==> src/rtl/cdb_rr_scheduler.sv <==
`default_nettype none
// ============================================================================
// cdb_rr_scheduler - round-robin arbiter that shares one CDB slot per cycle.
// Optional macro CDB_LDPRIO_EN: load buffer (index N-1) gets fixed priority.
// Revision 1.0
// ============================================================================
module cdb_rr_scheduler #(
  parameter int N      = 4,
  parameter int DATA_W = 16,
  parameter int TAG_W  = 3,
  parameter int CNT_W  = 16
) (
  input  logic                  clk,
  input  logic                  reset,
  input  logic                  flush,
  input  logic                  cdb_stall,
  input  logic [N-1:0]          req_valid,
  input  logic [N*TAG_W-1:0]    req_tag,
  input  logic [N*DATA_W-1:0]   req_data,
  output logic [N-1:0]          grant,
  output logic                  cdb_valid,
  output logic [TAG_W-1:0]      cdb_tag,
  output logic [DATA_W-1:0]     cdb_data,
  output logic [$clog2(N)-1:0]  rr_ptr,
  output logic [CNT_W-1:0]      bcast_count
);

  localparam int PTR_W = $clog2(N);
`ifdef CDB_LDPRIO_EN
  localparam int RR_N = N - 1;
`else
  localparam int RR_N = N;
`endif
  localparam logic [PTR_W-1:0] LAST_RR = PTR_W'(RR_N - 1);
  localparam logic [PTR_W-1:0] LD_IDX  = PTR_W'(N - 1);

  logic             found;
  logic [PTR_W-1:0] win;
  logic [PTR_W-1:0] idx;
  logic             take;
  logic [PTR_W-1:0] ptr_nxt;
  logic [TAG_W-1:0] sel_tag;
  logic [DATA_W-1:0] sel_data;

  // Winner search: first valid requester at or after rr_ptr, wrapping.
  always_comb begin
    found = 1'b0;
    win   = '0;
    idx   = '0;
`ifdef CDB_LDPRIO_EN
    if (req_valid[N-1]) begin
      found = 1'b1;
      win   = LD_IDX;
    end
`endif
    for (int k = 0; k < RR_N; k++) begin
      idx = PTR_W'((int'(rr_ptr) + k) % RR_N);
      if (!found && req_valid[idx]) begin
        found = 1'b1;
        win   = idx;
      end
    end
  end

  assign take    = found & ~reset & ~flush & ~cdb_stall;
  assign ptr_nxt = (win == LAST_RR) ? '0 : win + 1'b1;

  always_comb begin
    grant    = '0;
    sel_tag  = '0;
    sel_data = '0;
    for (int i = 0; i < N; i++) begin
      if (take && win == PTR_W'(i)) begin
        grant[i] = 1'b1;
        sel_tag  = req_tag[i*TAG_W +: TAG_W];
        sel_data = req_data[i*DATA_W +: DATA_W];
      end
    end
  end

  always_ff @(posedge clk) begin
    if (reset) begin
      cdb_valid   <= 1'b0;
      cdb_tag     <= '0;
      cdb_data    <= '0;
      rr_ptr      <= '0;
      bcast_count <= '0;
    end else begin
      cdb_valid <= take;
      if (take) begin
        cdb_tag  <= sel_tag;
        cdb_data <= sel_data;
`ifdef CDB_LDPRIO_EN
        // Priority grants to the load buffer leave the rotation untouched.
        if (win != LD_IDX) rr_ptr <= ptr_nxt;
`else
        rr_ptr <= ptr_nxt;
`endif
        if (bcast_count != {CNT_W{1'b1}}) bcast_count <= bcast_count + 1'b1;
      end
    end
  end

endmodule
`default_nettype wire
==> config.mk <==
export PLATFORM = sky130hd
export DESIGN_NAME = cdb_rr_scheduler
export DESIGN_NICKNAME = d
export VERILOG_FILES = /design/src/rtl/cdb_rr_scheduler.sv
export SDC_FILE = /design/constraint.sdc
export NUM_CORES = 1
export LEC_CHECK = 0
export ABC_AREA = 1
export ABC_CLOCK_PERIOD_IN_PS = 4040
export BUFFER_PORTS_ARGS = -buffer_cell sky130_fd_sc_hd__buf_4
export CAP_MARGIN = 10
export CELL_PAD_IN_SITES_DETAIL_PLACEMENT = 1
export CELL_PAD_IN_SITES_GLOBAL_PLACEMENT = 2
export CORE_UTILIZATION = 24
export CTS_CLUSTER_SIZE = 14
export DETAILED_ROUTE_END_ITERATION = 6
export PLACE_DENSITY_LB_ADDON = 0.2
export RECOVER_POWER = 100
export SYNTH_ARGS = -nofsm -noshare
export SYNTH_HDL_FRONTEND = slang
export SYNTH_SLANG_ARGS = --single-unit
==> constraint.sdc <==
create_clock -name clk -period 4.04 [get_ports clk]
set_clock_uncertainty 0.1 [all_clocks]
set_input_delay 0.808 -clock clk [delete_from_list [all_inputs] [get_ports clk]]
set_output_delay 0.808 -clock clk [all_outputs]
set_load 0.005 [all_outputs]
==> impl_results.md <==
- Outcome: complete, no violations
- Synth top area share: 0.2566
- Placer Congestion: 0.7818
- Worst reg2reg path depth: 17
- Hold_sp: cdb_data[6]$_SDFFE_PP0P_
- Dpl cell area: 0.004000 mm^2
- Area Growth Syn to Fin: 37.27%
- P_leak: 0.002113 uW
- DR WL/cell: 13.98 um
- Yosys cell types: 33
- Worst-Skew Late Latency: 290 ps
- Post-CTS Setup Repair Bufs: 0
- Hold Path Depth: 2
- Share of cells above drive strength 1: 0.2529
- Syn_area_per_cell: 6.000 um^2
- Top-count cell post-synth: nand2_1
- Initial antenna violation count: 0
- IO Count: 126
- DR vias/cell: 4.561
- Initial DRC count: 155
- Inserted Diodes: 0
- RR Startpoint: rr_ptr[0]$_SDFFE_PP0P_
- Fmax: 0.2662 GHz
- Mapped Cells: 494
- Core box area: 0.01201 mm^2
- Final Cell Area: 0.004069 mm^2
- I/O Buffers: 125
- Net Count, Synth: 583
- Post-layout min period: 3757 ps
- Warning count from the yosys run: 0
- Clk root buf: clkbuf_16
- H-tree levels: 2
- Critical Path Sink Type: output port
- PD cells: 326.7 mW/mm^2
- Slew headroom: 0.6140
- Ys async rst share: 0
- Detailed placement HPWL: 8.343 mm
- Vias: 3448
- Worst r2r dst: cdb_data[2]$_SDFFE_PP0P_
- Power, Total: 1329 uW
- Critical path type: in -> out
- CTS Buf Count: 5
- CTS-repair resized insts: 0
- Longest Clk Path Bufs: 2
- Crit path DAT: 2850 ps
- First drt pass iteration count: 4
- Min Hold Slack: 368.0 ps
- CTS tree: done
- Flop2flop setup slack: 580 ps
- Sink Count: 38
- Vias in the first global route: 3470
- Hold-fix buffers, CTS: 0
- Die ar.: 0.01280 mm^2
- Gr ovfl total: 0
- Mapped cell area: 0.002964 mm^2
- Cell Rows: 40
- Hold crit path type: reg -> reg
- Max Cap Viol: 0
- Drt drc: 0
- Worst vdd ir: 0.1685 mV
- Total track usage: 0.1676
- Top cells by area, synth: dfxtp_1, nand2_1, inv_1
- Clock slew at reported path FFs: 60 ps
- Seq cells post-synth: 38
- Yosys top cell by area: dfxtp_1
- Initial Util: 0.2468
- Period utilization: 0.9300
- Max-slew violations: 0
- Layout Nets: 697
- Die height: 113.1 um
- Crit path max fanout: 8
- Largest net degree at the start of global routing: 35
- Endpoints failing hold: 0
- Finished Core Util: 0.3388
- CP Launch Type: input port
- RSZ-0062 raised after global routing: false
- EDFF count, synth: 0
- CP required: 3130 ps
- Die width: 113.1 um
- Hold worst-path end: cdb_data[6]$_SDFFE_PP0P_
- Detailed Route WL: 10.57 mm
- Seq/Total Area, Yosys: 0.2566
- First-pass GRT wire length: 17.02 mm
- Slew @ Worst Pin: 578.3 ps
- Final setup TNS: 0 ps
- Post-route ant nets: 0
- Finish-stage setup viols: 0
- Most frequent cells after synthesis: nand2_1, inv_1, nor2_1
- Synth Flop Type: dfxtp_1
==> where the power goes <==
group          internal (uW)  leakage, uW  switching, uW
registers                388     0.000308           14.7
logic                    194      0.00173            320
clock network            245    0.0000729            168
total                    826      0.00211            503
==> cell usage in the layout, fill, tap and decap left out, drive strengths merged <==
cell type  Yosys  layout
xnor2          2       2
nor2          59      59
o21a           1       1
dfxtp         38      38
ha             5       5
clkinv         0       1
o211ai        10      10
nand2        159     159
clkinvlp       0       1
clkbuf        13      46
buf           13      93
o21ai         14      14
nor3           9       9
a21oi         39      39
xor2           4       4
nand4         24      24
inv           76      76
nand3         28      28
==> stage by stage <==
step / setup WS [ps] / instances
finish: 282.9 / 756
global route: 31.67 / 756
CTS: 70.20 / 756
detailed placement: 154.1 / 748
global placement: 272.6 / 748
floorplan: 587.6 / 494
==> area by class of cell <==
class                      count  area [um^2]
multi-input combinational    354         1712
clock buffer                   6        138.9
timing repair buffer         133        972.2
clock inverter                 2        12.51
tap                          147        183.9
sequential                    38        762.0
fill                        1593         7943
inverter                      76        287.8
==> kinds of logic (layout without fill, tap and decap cells) <==
family / Yosys count / in the layout / share of synthesized area
flip-flops: 38 / 38 / 0.2566
adder cells (fa/ha/maj): 5 / 5 / 0.02111
AND/OR/NAND/NOR: 279 / 279 / 0.4272
XOR/XNOR: 6 / 6 / 0.01773
buffers and inverters: 102 / 217 / 0.1473
AO/OA/AOI/OAI: 64 / 64 / 0.1300
==> critical path: stages <==
cell      delay, ps
buf_4           110
inv_1            80
o21ai_0         100
o21ai_2         220
inv_1            90
nor3_1          230
nand2_1         110
nand4_1          80
o21ai_0         100
clkbuf_1        140
inv_1            90
ha_2            260
inv_1           140
nor2_8          140
clkbuf_1        150
==> registers in the layout, summed over array words and instances (netlist names) <==
name	flops
rr_ptr	2
cdb_tag	3
cdb_data	16
bcast_count	16
cdb_valid	1
==> worst max-delay path by stage <==
stage,startpoint,slack [ps],end
after floorplan,req_valid[0],590,grant[1]
after global placement,req_valid[0],270,grant[2]
after detailed placement,req_valid[0],150,grant[2]
after CTS,rr_ptr[0]$_SDFFE_PP0P_,70,grant[2]
after global routing,rr_ptr[0]$_SDFFE_PP0P_,30,grant[3]
final,req_valid[0],280,grant[2]
==> metal layers <==
layer  vias to the layer above  GRT usage  part of all wire
met5                         -          0                 0
met2                        80     0.3002              0.49
met3                        12    0.03696             0.052
li1                       1779          -                 -
met1                      1577     0.2032              0.45
met4                         0    0.03860             0.013
Note: power is estimated with default switching activity, not from simulation.
